`config.mk`:
```
export PLATFORM = sky130hd
export DESIGN_NAME = reg2uart_master
export DESIGN_NICKNAME = d
export VERILOG_FILES = /design/src/rtl/reg2uart_master.sv
export SDC_FILE = /design/constraint.sdc
export NUM_CORES = 1
export LEC_CHECK = 0
export CAP_MARGIN = 10
export CORE_UTILIZATION = 59
export DETAILED_ROUTE_END_ITERATION = 6
export GPL_TIMING_DRIVEN = 0
export PLACE_DENSITY = 0.8
export SYNTH_ARGS = -nofsm -noshare
export SYNTH_HDL_FRONTEND = slang
export SYNTH_SLANG_ARGS = --single-unit
```
`constraint.sdc`:
```
create_clock -name i_clk -period 3.4 [get_ports i_clk]
set_input_delay 0.34 -clock i_clk [delete_from_list [all_inputs] [get_ports i_clk]]
set_output_delay 0.34 -clock i_clk [all_outputs]
set_load 0.005 [all_outputs]
```
`src/rtl/reg2uart_master.sv`:
```
// Host-side initiator for the UART register protocol: sends a 6-byte command
// frame, collects the 6-byte response and reports read data plus status.
`timescale 1ns/1ps

module reg2uart_uart_tx #(
  parameter int unsigned CLKS_PER_BIT = 868
) (
  input  logic       i_clk,
  input  logic       i_rst_n,
  input  logic       i_txen,
  input  logic [7:0] i_data,
  output logic       o_tx,
  output logic       o_txempty
);
  localparam int unsigned CW = (CLKS_PER_BIT > 1) ? $clog2(CLKS_PER_BIT) : 1;

  logic [CW-1:0] clk_cnt;
  logic [3:0]    bit_cnt;
  logic [9:0]    shreg;

  // 8N1, LSB first; shreg holds {stop, data, start} and shifts out bit 0
  always_ff @(posedge i_clk or negedge i_rst_n) begin
    if (!i_rst_n) begin
      o_tx      <= 1'b1;
      o_txempty <= 1'b1;
      clk_cnt   <= '0;
      bit_cnt   <= '0;
      shreg     <= '1;
    end else if (o_txempty) begin
      if (i_txen) begin
        shreg     <= {1'b1, i_data, 1'b0};
        o_tx      <= 1'b0;
        o_txempty <= 1'b0;
        clk_cnt   <= '0;
        bit_cnt   <= '0;
      end
    end else if (clk_cnt == CW'(CLKS_PER_BIT - 1)) begin
      clk_cnt <= '0;
      if (bit_cnt == 4'd9) begin
        o_txempty <= 1'b1;
        o_tx      <= 1'b1;
      end else begin
        bit_cnt <= bit_cnt + 4'd1;
        o_tx    <= shreg[1];
        shreg   <= {1'b1, shreg[9:1]};
      end
    end else begin
      clk_cnt <= clk_cnt + CW'(1);
    end
  end
endmodule

module reg2uart_uart_rx #(
  parameter int unsigned CLKS_PER_BIT = 868
) (
  input  logic       i_clk,
  input  logic       i_rst_n,
  input  logic       i_rx,
  output logic [7:0] o_data,
  output logic       o_dataen
);
  localparam int unsigned CW = (CLKS_PER_BIT > 1) ? $clog2(CLKS_PER_BIT) : 1;

  logic [1:0]    sync;
  logic          active;
  logic [CW-1:0] clk_cnt;
  logic [3:0]    bit_cnt;
  logic [7:0]    shreg;

  // Start edge arms a half-bit delay so every later sample lands mid-bit
  always_ff @(posedge i_clk or negedge i_rst_n) begin
    if (!i_rst_n) begin
      sync     <= 2'b11;
      active   <= 1'b0;
      clk_cnt  <= '0;
      bit_cnt  <= '0;
      shreg    <= '0;
      o_data   <= '0;
      o_dataen <= 1'b0;
    end else begin
      sync     <= {sync[0], i_rx};
      o_dataen <= 1'b0;
      if (!active) begin
        if (!sync[1]) begin
          active  <= 1'b1;
          clk_cnt <= CW'(CLKS_PER_BIT / 2);
          bit_cnt <= '0;
        end
      end else if (clk_cnt != '0) begin
        clk_cnt <= clk_cnt - CW'(1);
      end else begin
        clk_cnt <= CW'(CLKS_PER_BIT - 1);
        bit_cnt <= bit_cnt + 4'd1;
        if (bit_cnt == 4'd0) begin
          if (sync[1]) active <= 1'b0;
        end else if (bit_cnt == 4'd9) begin
          active <= 1'b0;
          if (sync[1]) begin
            o_data   <= shreg;
            o_dataen <= 1'b1;
          end
        end else begin
          shreg <= {sync[1], shreg[7:1]};
        end
      end
    end
  end
endmodule

module reg2uart_master #(
  parameter int unsigned TIMEOUT_CYC  = 1000000,
  parameter int unsigned CLKS_PER_BIT = 868
) (
  input  logic        i_clk,
  input  logic        i_rst_n,
  input  logic        i_req,
  input  logic        i_wr,
  input  logic [15:0] i_addr,
  input  logic [15:0] i_wdata,
  input  logic        i_uart_rx,
  output logic        o_uart_tx,
  output logic        o_busy,
  output logic        o_done,
  output logic        o_err,
  output logic [15:0] o_rdata
);
  localparam int unsigned TMO_W = $clog2(TIMEOUT_CYC);

  typedef enum logic [2:0] {
    S_IDLE, S_TX_WAIT, S_TX_PULSE, S_TX_GAP, S_RX, S_DONE
  } state_t;

  state_t         state;
  logic [2:0]     byte_cnt;
  logic [TMO_W-1:0] tmo_cnt;
  logic           wr_q;
  logic [15:0]    addr_q;
  logic [15:0]    wdata_q;
  logic [7:0]     rsp_status;
  logic [7:0]     rsp_hi;
  logic [7:0]     rsp_lo;
  logic           tx_en;
  logic           tx_empty;
  logic [7:0]     tx_byte;
  logic [7:0]     cmd_byte0;
  logic [7:0]     csum;
  logic [7:0]     rx_data;
  logic           rx_valid;

  reg2uart_uart_tx #(.CLKS_PER_BIT(CLKS_PER_BIT)) u_tx (
    .i_clk     (i_clk),
    .i_rst_n   (i_rst_n),
    .i_txen    (tx_en),
    .i_data    (tx_byte),
    .o_tx      (o_uart_tx),
    .o_txempty (tx_empty)
  );

  reg2uart_uart_rx #(.CLKS_PER_BIT(CLKS_PER_BIT)) u_rx (
    .i_clk    (i_clk),
    .i_rst_n  (i_rst_n),
    .i_rx     (i_uart_rx),
    .o_data   (rx_data),
    .o_dataen (rx_valid)
  );

  assign tx_en     = (state == S_TX_PULSE);
  assign cmd_byte0 = {7'd0, wr_q};
  assign csum      = cmd_byte0 + addr_q[15:8] + addr_q[7:0] + wdata_q[15:8] + wdata_q[7:0];

  // Command frame byte selected by the byte counter
  always_comb begin
    tx_byte = 8'h00;
    case (byte_cnt)
      3'd0:    tx_byte = cmd_byte0;
      3'd1:    tx_byte = addr_q[15:8];
      3'd2:    tx_byte = addr_q[7:0];
      3'd3:    tx_byte = wdata_q[15:8];
      3'd4:    tx_byte = wdata_q[7:0];
      default: tx_byte = csum;
    endcase
  end

  always_ff @(posedge i_clk or negedge i_rst_n) begin
    if (!i_rst_n) begin
      state      <= S_IDLE;
      byte_cnt   <= '0;
      tmo_cnt    <= '0;
      wr_q       <= 1'b0;
      addr_q     <= '0;
      wdata_q    <= '0;
      rsp_status <= '0;
      rsp_hi     <= '0;
      rsp_lo     <= '0;
      o_busy     <= 1'b0;
      o_done     <= 1'b0;
      o_err      <= 1'b0;
      o_rdata    <= '0;
    end else begin
      o_done <= 1'b0;
      case (state)
        S_IDLE: begin
          if (i_req) begin
            wr_q     <= i_wr;
            addr_q   <= i_addr;
            wdata_q  <= i_wr ? i_wdata : 16'h0000;
            byte_cnt <= '0;
            o_busy   <= 1'b1;
            state    <= S_TX_WAIT;
          end
        end
        S_TX_WAIT: if (tx_empty) state <= S_TX_PULSE;
        S_TX_PULSE: state <= S_TX_GAP;
        S_TX_GAP: begin
          if (byte_cnt == 3'd5) begin
            byte_cnt <= '0;
            tmo_cnt  <= '0;
            state    <= S_RX;
          end else begin
            byte_cnt <= byte_cnt + 3'd1;
            state    <= S_TX_WAIT;
          end
        end
        // A byte arriving on the expiry cycle wins over the timeout
        S_RX: begin
          if (rx_valid) begin
            tmo_cnt  <= '0;
            byte_cnt <= byte_cnt + 3'd1;
            case (byte_cnt)
              3'd0:    rsp_status <= rx_data;
              3'd1:    rsp_hi     <= rx_data;
              3'd2:    rsp_lo     <= rx_data;
              default: ;
            endcase
            if (byte_cnt == 3'd5) begin
              state  <= S_DONE;
              o_done <= 1'b1;
              o_err  <= (rsp_status != 8'hFF);
              if (rsp_status == 8'hFF) o_rdata <= {rsp_hi, rsp_lo};
            end
          end else if (tmo_cnt == TMO_W'(TIMEOUT_CYC - 1)) begin
            state  <= S_DONE;
            o_done <= 1'b1;
            o_err  <= 1'b1;
          end else begin
            tmo_cnt <= tmo_cnt + TMO_W'(1);
          end
        end
        S_DONE: begin
          state    <= S_IDLE;
          byte_cnt <= '0;
          o_busy   <= 1'b0;
          o_err    <= 1'b0;
        end
        default: state <= S_IDLE;
      endcase
    end
  end
endmodule
```
* Word-level counts from Yosys, hierarchy flattened *
Cells that the tools add are included.

cells by class
  mux-type cells = 62
  add/sub/neg operators = 10
  bitwise logic cells = 3
  eq/ne operators = 27
  reductions and logical operators = 24

operators by type and width
  cell                     count
  $mux W10                 10
  $mux W20                 3
  $pmux W20 S2             1
  $pmux W8 S5              1
  $mux W4                  7
  $mux W3                  9
  $mux W1                  26
  $add A8 B8 Y8            3
  $reduce_and A3 Y1        7
  $add A20 B1 Y20 const B  1
  $eq A20 B20 Y1 const B   1
  $mux W16                 1
  $pmux W3 S5              1
  $eq A3 B2 Y1 const B     4
  $eq A3 B3 Y1 const B     4
  $pmux W3 S4              1
  $reduce_and A4 Y1        3
  $add A10 B1 Y10 const B  1
  $eq A10 B10 Y1 const B   1
  $ne A2 B2 Y1 const B     5
  $reduce_bool A10 Y1      1
  $sub A10 B1 Y10 const B  1
  $add A1 B8 Y8            1
  $add A4 B1 Y4 const B    2
  other kinds (16)         31

word-level totals
  logic and storage cells = 151
  bits in registers = 162
  output and inout bits = 20
  bits of input ports = 37

* Longest topological paths before layout *
Gate-level depths: netlist (run 1).

  depth in word-level cells = 7
  depth in mapped cells = 11
  gate-level depth less buffers = 11

* By module *
Synthesis (run 1) repeated with hierarchy kept, for this count alone.

second synthesis, totals
  cell total of the unflattened synthesis = 783
  area total of the unflattened synthesis = 8468.1 um^2

by module, submodules not included
  module            instances  cells each  area each (um^2)  sequential area each (um^2)
  reg2uart_master   1          513         5492.8            2552.4
  reg2uart_uart_rx  1          136         1627.8            853.3
  reg2uart_uart_tx  1          134         1347.5            613.1

* Worst setup path before layout (run 1) *
No wires, ideal clock.

  path kind = register to register
  from = reg addr_q[1]
  to = reg u_tx.shreg[6]
  cell stages (with the launch flop) = 12
  buffers on the path = 0
  setup time = 0.091 ns
  clock period less this slack = 2.894 ns
  path slack = 0.506 ns
  arrival = 2.803 ns
  required time = 3.309 ns
  path through = dfrtp_1 > inv_1 > fa_1 > fa_1 > inv_1 > ha_1 > fa_1 > a21o_1 > a21oi_1 > xnor2_1 > a21oi_1 > o31ai_1

between the ends
  longest elaborated chain between the ends = 6

ends and longest elaborated chain
  what                         RTL line  RTL
  start, declared              137       logic [15:0] addr_q;
  start signal, assigned       205       addr_q <= i_addr;
  $add A8 B8 Y8 (3 in series)  169       assign csum = cmd_byte0 + addr_q[15:8] + addr_q[7:0] + wdata_q[15:8] + wdata_q[7:0];
  $pmux W8 S5                  174       case (byte_cnt)
  $mux W10                     30        if (i_txen) begin
  $mux W10                     29        end else if (o_txempty) begin
  end signal, assigned         31        shreg <= {1'b1, i_data, 1'b0};
  end signal, assigned         45        shreg <= {1'b1, shreg[9:1]};
  end, declared                19        logic [9:0] shreg;

Every way passes these cells. The select of a mux whose other input is x is not followed.
A chain may end at the register's enable or synchronous reset.

* Worst setup path after layout (run 1) *
  from = reg addr_q[1]
  to = reg u_tx.shreg[8]

The elaborated chain is that of the path after synthesis.

==> results of run 1 <==
==> worst max-delay path, stage by stage, from the launching register on <==
cell and delay [ps]:
sky130_fd_sc_hd__dfrtp_1 380, sky130_fd_sc_hd__inv_1 70, sky130_fd_sc_hd__fa_1 510, sky130_fd_sc_hd__fa_1 520
sky130_fd_sc_hd__inv_1 40, sky130_fd_sc_hd__ha_1 240, sky130_fd_sc_hd__fa_1 460, sky130_fd_sc_hd__a211oi_1 230
sky130_fd_sc_hd__o21bai_1 110, sky130_fd_sc_hd__a21oi_1 170, sky130_fd_sc_hd__nand3_1 110, sky130_fd_sc_hd__a32oi_1 240
==> metal layers <==
layer | routed length, um | GRT usage, %
met1 | 7755 | 35.64
met2 | 9449 | 46.46
met3 | 847 | 6.702
met4 | 380 | 10.70
met5 | 0 | 0
==> power breakdown <==
part	switching [uW]	total (uW)	leakage [uW]	internal, uW
Clock	833	1820	0.000279	989
Sequential	39.5	1990	0.00211	1950
Combinational	304	556	0.00185	252
==> path summary, 6_finish.rpt <==
kind,from,to,slack (ps)
setup / recovery,addr_q[1],u_tx.shreg[8],260
hold / removal,i_uart_rx,u_rx.sync[0],310
setup reg to reg,addr_q[1],u_tx.shreg[8],260
hold reg to reg,u_rx.sync[0],u_rx.sync[1],360
max in group asynchronous,i_rst_n,u_rx.sync[0],2010
min in group asynchronous,i_rst_n,u_tx.bit_cnt[1],520
==> synthesized netlist by cell type (all sizes together), types with 7 or more instances <==
cell type,number
nor3,13
and3,9
nor2,38
o21ai,56
a21oi,21
dfstp,12
mux2,75
nand3,20
dfrtp,148
nand2,85
a22oi,10
a21o,9
nor3b,7
o31ai,20
fa,15
ha,19
nand2b,7
xnor2,10
xor2,7
clkbuf,26
inv,52
a211oi,8
==> flip-flops by register name (all words and copies together) (netlist names), 10 cells and up <==
name          cells
tmo_cnt          20
addr_q           16
o_rdata          16
wdata_q          16
u_rx.clk_cnt     10
u_tx.clk_cnt     10
==> cells by family after synthesis <==
group                      Yosys count
DFF                                160
adders and majority gates           34
and+or+nand+nor                    227
buffers and inverters               83
xor gates and xnor gates            17
AOI/OAI and AO/OA                  169
muxes                               76
==> through the flow <==
step | power [uW] | hold WS [ps] | setup slack [ps]
4_1_cts | 4390 | 305.5 | 267.4
6_report | 4365 | 310.2 | 259.3
2_1_floorplan | 2381 | 44.41 | 506.0
3_5_place_dp | 2555 | 347.0 | 283.5
5_1_grt | 4552 | 315.7 | 106.2
3_3_place_gp | 2524 | 345.9 | -4176
==> final cells by class <==
cell class	instances	area (um2)	share of cell area, %
inverter	52	195.2	2.048
tap	176	220.2	2.311
clock inverter	12	120.1	1.261
multi-input combinational	523	3819	40.07
clock buffer	20	446.7	4.687
buffer	31	120.1	1.261
timing repair buffer	57	589.3	6.184
sequential	160	4019	42.17
==> timing repair <==
item                                   CTS  global route
endpoints found under the hold margin   65             0
resized for setup                        0             0
hold buffers                             1             0
setup endpoints to repair                0             0
==> reports/qor.txt, run 1 <==
Remaining DRCs: 0
Post-synth EDFFs: 0
post-synth cell types: 65
DR vias: 6169
post-synthesis sequential area ratio: 49.29%
number of optimization iterations in the first detailed-route pass: 5
mux share of post-synthesis cell area: 10.48%
Main synth FF type: sky130_fd_sc_hd__dfrtp_1
number of global-route vias before repair: 6336
total I/O pin count: 57
largest family of logic cells by synthesized area: simple AND/OR/NAND/NOR gates
Avg Vias per Cell: 5.984
nets in the synthesized netlist: 837
cell taking the most area after synthesis: sky130_fd_sc_hd__dfrtp_1
global router's overall resource usage: 28.00%
Diodes inserted: 0
post-route ant nets: 0
total number of H-tree levels: 4
worst-case clock buffer depth: 2
iteration-0 DRC count of the detailed router: 416
combined area of all synthesized cells: 8153 um2
antenna violations before repair: 0
final layout net count: 913
largest net degree at the start of global routing: 86
Placed Cells: 998
Non-Filler Cell Area, Final: 9529 um2
total power density per cell area: 458.0 nW/um2
Placed Instance Area: 8952 um2
required time of the critical path: 3750 ps
HPWL after detailed placement: 12440 um
number of failing hold endpoints at the final stage: 0
simple-gate area share of the yosys netlist: 14.26%
commonest non-fill, non-tap cell in the layout: sky130_fd_sc_hd__dfrtp_1
first-pass GRT wire length: 31150 um
clock tree from TritonCTS: done
highest clock rate: 0.3184 GHz
final routed wirelength across all metal layers: 18430 um
most frequent cells in the layout: sky130_fd_sc_hd__dfrtp_1, sky130_fd_sc_hd__nand2_1, sky130_fd_sc_hd__mux2_2, sky130_fd_sc_hd__o21ai_0, sky130_fd_sc_hd__clkdlybuf4s50_1
average footprint of a synthesized cell: 10.64 um2
fraction of the mapped netlist area in adder cells: 6.599%
flip-flop and latch count after synthesis: 160
Avg WL per Cell: 17.88 um
Core ar.: 13350 um2
routability congestion estimate from global placement: 0.8737
maxcap violations: 0
worst setup path category: reg -> reg
share of the synthesized area in compound gates (AO/OA/AOI/OAI): 13.67%
number of instances on the worst hold path: 1
final core utilization: 71.39%
final setup fails: 0
number of buffer cells added on primary ports: 55
Sink Count: 160
worst-skew pair later-pin latency: 430 ps
gate count of the mapped netlist: 766
max-slew headroom at the worst pin: 45.56%
initial cell density of the core: 61.08%
layout cells sized above 1: 15.79%
clock tree root buffer cell: sky130_fd_sc_hd__clkbuf_16
post-CTS setup buffer count: 0
post-route clock skew: 8.099 ps
max-slew violation count: 0
area grow syn2layout: 16.88%
RSZ-0062 raised after global routing: false
Core Rows: 42
DIE AREA: 14290 um2
arrival time of data at the critical path endpoint: 3490 ps
top-area cell type share of the netlist area: 45.43%
share of the cycle needed by the critical path after routing: 92.37%
share of flip-flops with an asynchronous set or reset after synthesis: 100.0%
filler-free cell count of the finished design: 1031
maximum ir drop on the vdd rail: 0.3927 mV
measured slew at the worst slew-check pin: 806.1 ps
Worst Path Max Fanout: 3
status: completed
layout filler cell count: 958
Startpoint Class: flip-flop
Leakage: 0.004233 uW
endpoint class of the critical path: flip-flop
cell types with the largest area share after synthesis: sky130_fd_sc_hd__dfrtp_1, sky130_fd_sc_hd__mux2_2, sky130_fd_sc_hd__nand2_1
clk slew on worst S/H paths: 70 ps
Die W: 119.6 um
remaining global-route overflow: 0
min Tclk post-route: 3141 ps
number of buffers created by CTS: 17
depth of the worst register-to-register path: 11
class of the tightest hold or removal check: in -> reg
YS warnings: 0
die boundary height: 119.6 um
synthesized-area fraction occupied by xor and xnor cells: 1.826%
sum of negative setup slack: 0 ps
Note: power is estimated with default switching activity, not from simulation.
==> run 2, diff against run 1 <==
--- a/config.mk
+++ b/config.mk
@@ -7,6 +7,7 @@
 export LEC_CHECK = 0
 export CAP_MARGIN = 10
 export CORE_UTILIZATION = 59
+export CTS_CLUSTER_SIZE = 16
 export DETAILED_ROUTE_END_ITERATION = 6
 export GPL_TIMING_DRIVEN = 0
 export PLACE_DENSITY = 0.8
==> constraint.sdc (replaced) <==
create_clock -name i_clk -period 3.4 [get_ports i_clk]
set_input_delay 0.68 -clock i_clk [delete_from_list [all_inputs] [get_ports i_clk]]
set_output_delay 0.68 -clock i_clk [all_outputs]
set_load 0.005 [all_outputs]
==> reports/qor.txt, run 2 (same netlist as run 1, synthesis figures left out) <==
endpoint class of the critical path: flip-flop
layout filler cell count: 959 (+0.10%)
Leakage: 0.004229 uW (about the same)
Remaining DRCs: 0 (unchanged)
number of buffer and inverter instances along the worst setup path: 2 (unchanged)
FF-to-FF Start: addr_q[1]
layout cells sized above 1: 15.81% (+0.018 points)
number of global-route vias before repair: 6336 (unchanged)
clock tree root buffer cell: sky130_fd_sc_hd__clkbuf_16
family with the most delay on the worst path: adder cells
share of the cycle needed by the critical path after routing: 92.20% (-0.18 points)
number of optimization iterations in the first detailed-route pass: 5 (unchanged)
required time of the critical path: 3750 ps (about the same)
post-layout total power: 4366 uW (about the same)
clk slew on worst S/H paths: 70 ps (about the same)
status: completed
initial cell density of the core: 61.08% (unchanged)
number of failing hold endpoints at the final stage: 0 (unchanged)
worst path cell trace: inv_1, fa_1, fa_1, inv_1, ha_1, fa_1, a21o_1, a21oi_1, xnor2_1, a21oi_1, o31ai_1
HPWL after detailed placement: 12440 um (unchanged)
measured slew at the worst slew-check pin: 814.8 ps (+8.750 ps)
final core utilization: 71.32% (-0.075 points)
flip-flop count of the largest register, all copies and words added: 20 (unchanged)
delay of the slowest cell on the worst path: 520 ps (about the same)
max-slew headroom at the worst pin: 44.97% (-0.59 points)
total I/O pin count: 57 (unchanged)
min Tclk post-route: 3135 ps (-6.043 ps)
global router's overall resource usage: 28.00% (unchanged)
maxcap violations: 0 (unchanged)
worst setup path category: reg -> reg
Core Rows: 42 (unchanged)
remaining global-route overflow: 0 (unchanged)
highest clock rate: 0.3190 GHz (+0.19%)
Sink Count: 160 (unchanged)
routability congestion estimate from global placement: 0.8737 (unchanged)
Avg Vias per Cell: 6.018 (+0.58%)
antenna violations before repair: 0 (unchanged)
clock tree from TritonCTS: done
DIE AREA: 14290 um2 (unchanged)
first-pass GRT wire length: 31150 um (unchanged)
class of the tightest hold or removal check: in -> async
Die W: 119.6 um (unchanged)
final routed wirelength across all metal layers: 18400 um (-0.20%)
arrival time of data at the critical path endpoint: 3480 ps (about the same)
largest net degree at the start of global routing: 86 (unchanged)
DR vias: 6199 (+0.49%)
final setup fails: 0 (unchanged)
Critical Path Start: addr_q[1]
Diodes inserted: 0 (unchanged)
largest register by flop count: tmo_cnt
most prevalent standard cell on the critical path: sky130_fd_sc_hd__fa_1
max-slew violation count: 0 (unchanged)
Post-CTS Resized: 0 (unchanged)
Startpoint Class: flip-flop
post-route ant nets: 0 (unchanged)
final layout net count: 912 (-0.11%)
Worst Path Max Fanout: 3 (unchanged)
Avg WL per Cell: 17.86 um (about the same)
most frequent cells in the layout: sky130_fd_sc_hd__dfrtp_1, sky130_fd_sc_hd__nand2_1, sky130_fd_sc_hd__mux2_2, sky130_fd_sc_hd__o21ai_0, sky130_fd_sc_hd__clkdlybuf4s50_1
die boundary height: 119.6 um (unchanged)
number of buffers created by CTS: 17 (unchanged)
worst-skew pair later-pin latency: 430 ps (about the same)
RSZ-0062 raised after global routing: false
total number of H-tree levels: 4 (unchanged)
Core ar.: 13350 um2 (unchanged)
worst-case clock buffer depth: 2 (unchanged)
post-route clock skew: 9.550 ps (+1.451 ps)
post-CTS setup buffer count: 0 (unchanged)
number of buffer cells added on primary ports: 55 (unchanged)
commonest non-fill, non-tap cell in the layout: sky130_fd_sc_hd__dfrtp_1
Max stage delay cell, worst path: sky130_fd_sc_hd__fa_1
maximum ir drop on the vdd rail: 0.3921 mV (-0.16%)
total power density per cell area: 458.7 nW/um2 (+0.14%)
iteration-0 DRC count of the detailed router: 435 (+4.6%)
area grow syn2layout: 16.76%
Post-CTS Hold Buffers: 0 (-1)
## run 2: path summary, 6_finish.rpt
path | slack (ps) | to | cells past startpoint
setup / recovery | 270 | u_tx.shreg[6] | 11
max in group asynchronous | 2260 | u_rx.sync[0] | 2
hold / removal | 280 | u_tx.bit_cnt[1] | 1
hold reg to reg | 360 | u_rx.sync[1] | 0
min in group i_clk | 360 | u_rx.sync[1] | 0
setup reg to reg | 270 | u_tx.shreg[6] | 11
## run 2: cell type report
cell class / count / area [um2] / share of cell area (%)
buffer: 31 / 120.1 / 1.262
sequential: 160 / 4019 / 42.22
inverter: 52 / 195.2 / 2.050
timing repair buffer: 56 / 579.3 / 6.086
tap: 176 / 220.2 / 2.313
clock inverter: 12 / 120.1 / 1.262
clock buffer: 20 / 446.7 / 4.692
multi-input combinational: 523 / 3819 / 40.12
## run 2: routing by layer
layer  global-route usage (%)  part of all wire, %  wire (um)  up-vias
met4                    10.70                  1.8        335        0
met5                        0                    0          0        -
met2                    46.46                   51       9460      192
met1                    35.64                   41       7611     3094
li1                         -                    -          -     2881
met3                    6.702                  5.4        988       32
## run 2: where the power goes
part           internal (uW)  switching, uW  leakage, uW  total, uW
Sequential              1950           39.3      0.00211       1990
Clock                    989            835     0.000279       1820
Combinational            251            305      0.00184        556
Total                   3190           1180      0.00423       4370
## run 2: metrics by stage
| stage | hold slack [ps] | cells | TNS (ps) | cell area [um2] | setup slack, ps |
|---|---|---|---|---|---|
| floorplan | 345.2 | 766 | 0 | 8153 | 506.0 |
| global placement | 345.9 | 997 | -697520 | 8924 | -4516 |
| detailed placement | 347.0 | 998 | 0 | 8952 | 283.5 |
| CTS | 314.7 | 1030 | 0 | 9519 | 267.4 |
| global route | 347.9 | 1030 | 0 | 9519 | 106.2 |
| finish | 280.5 | 1030 | 0 | 9519 | 265.4 |
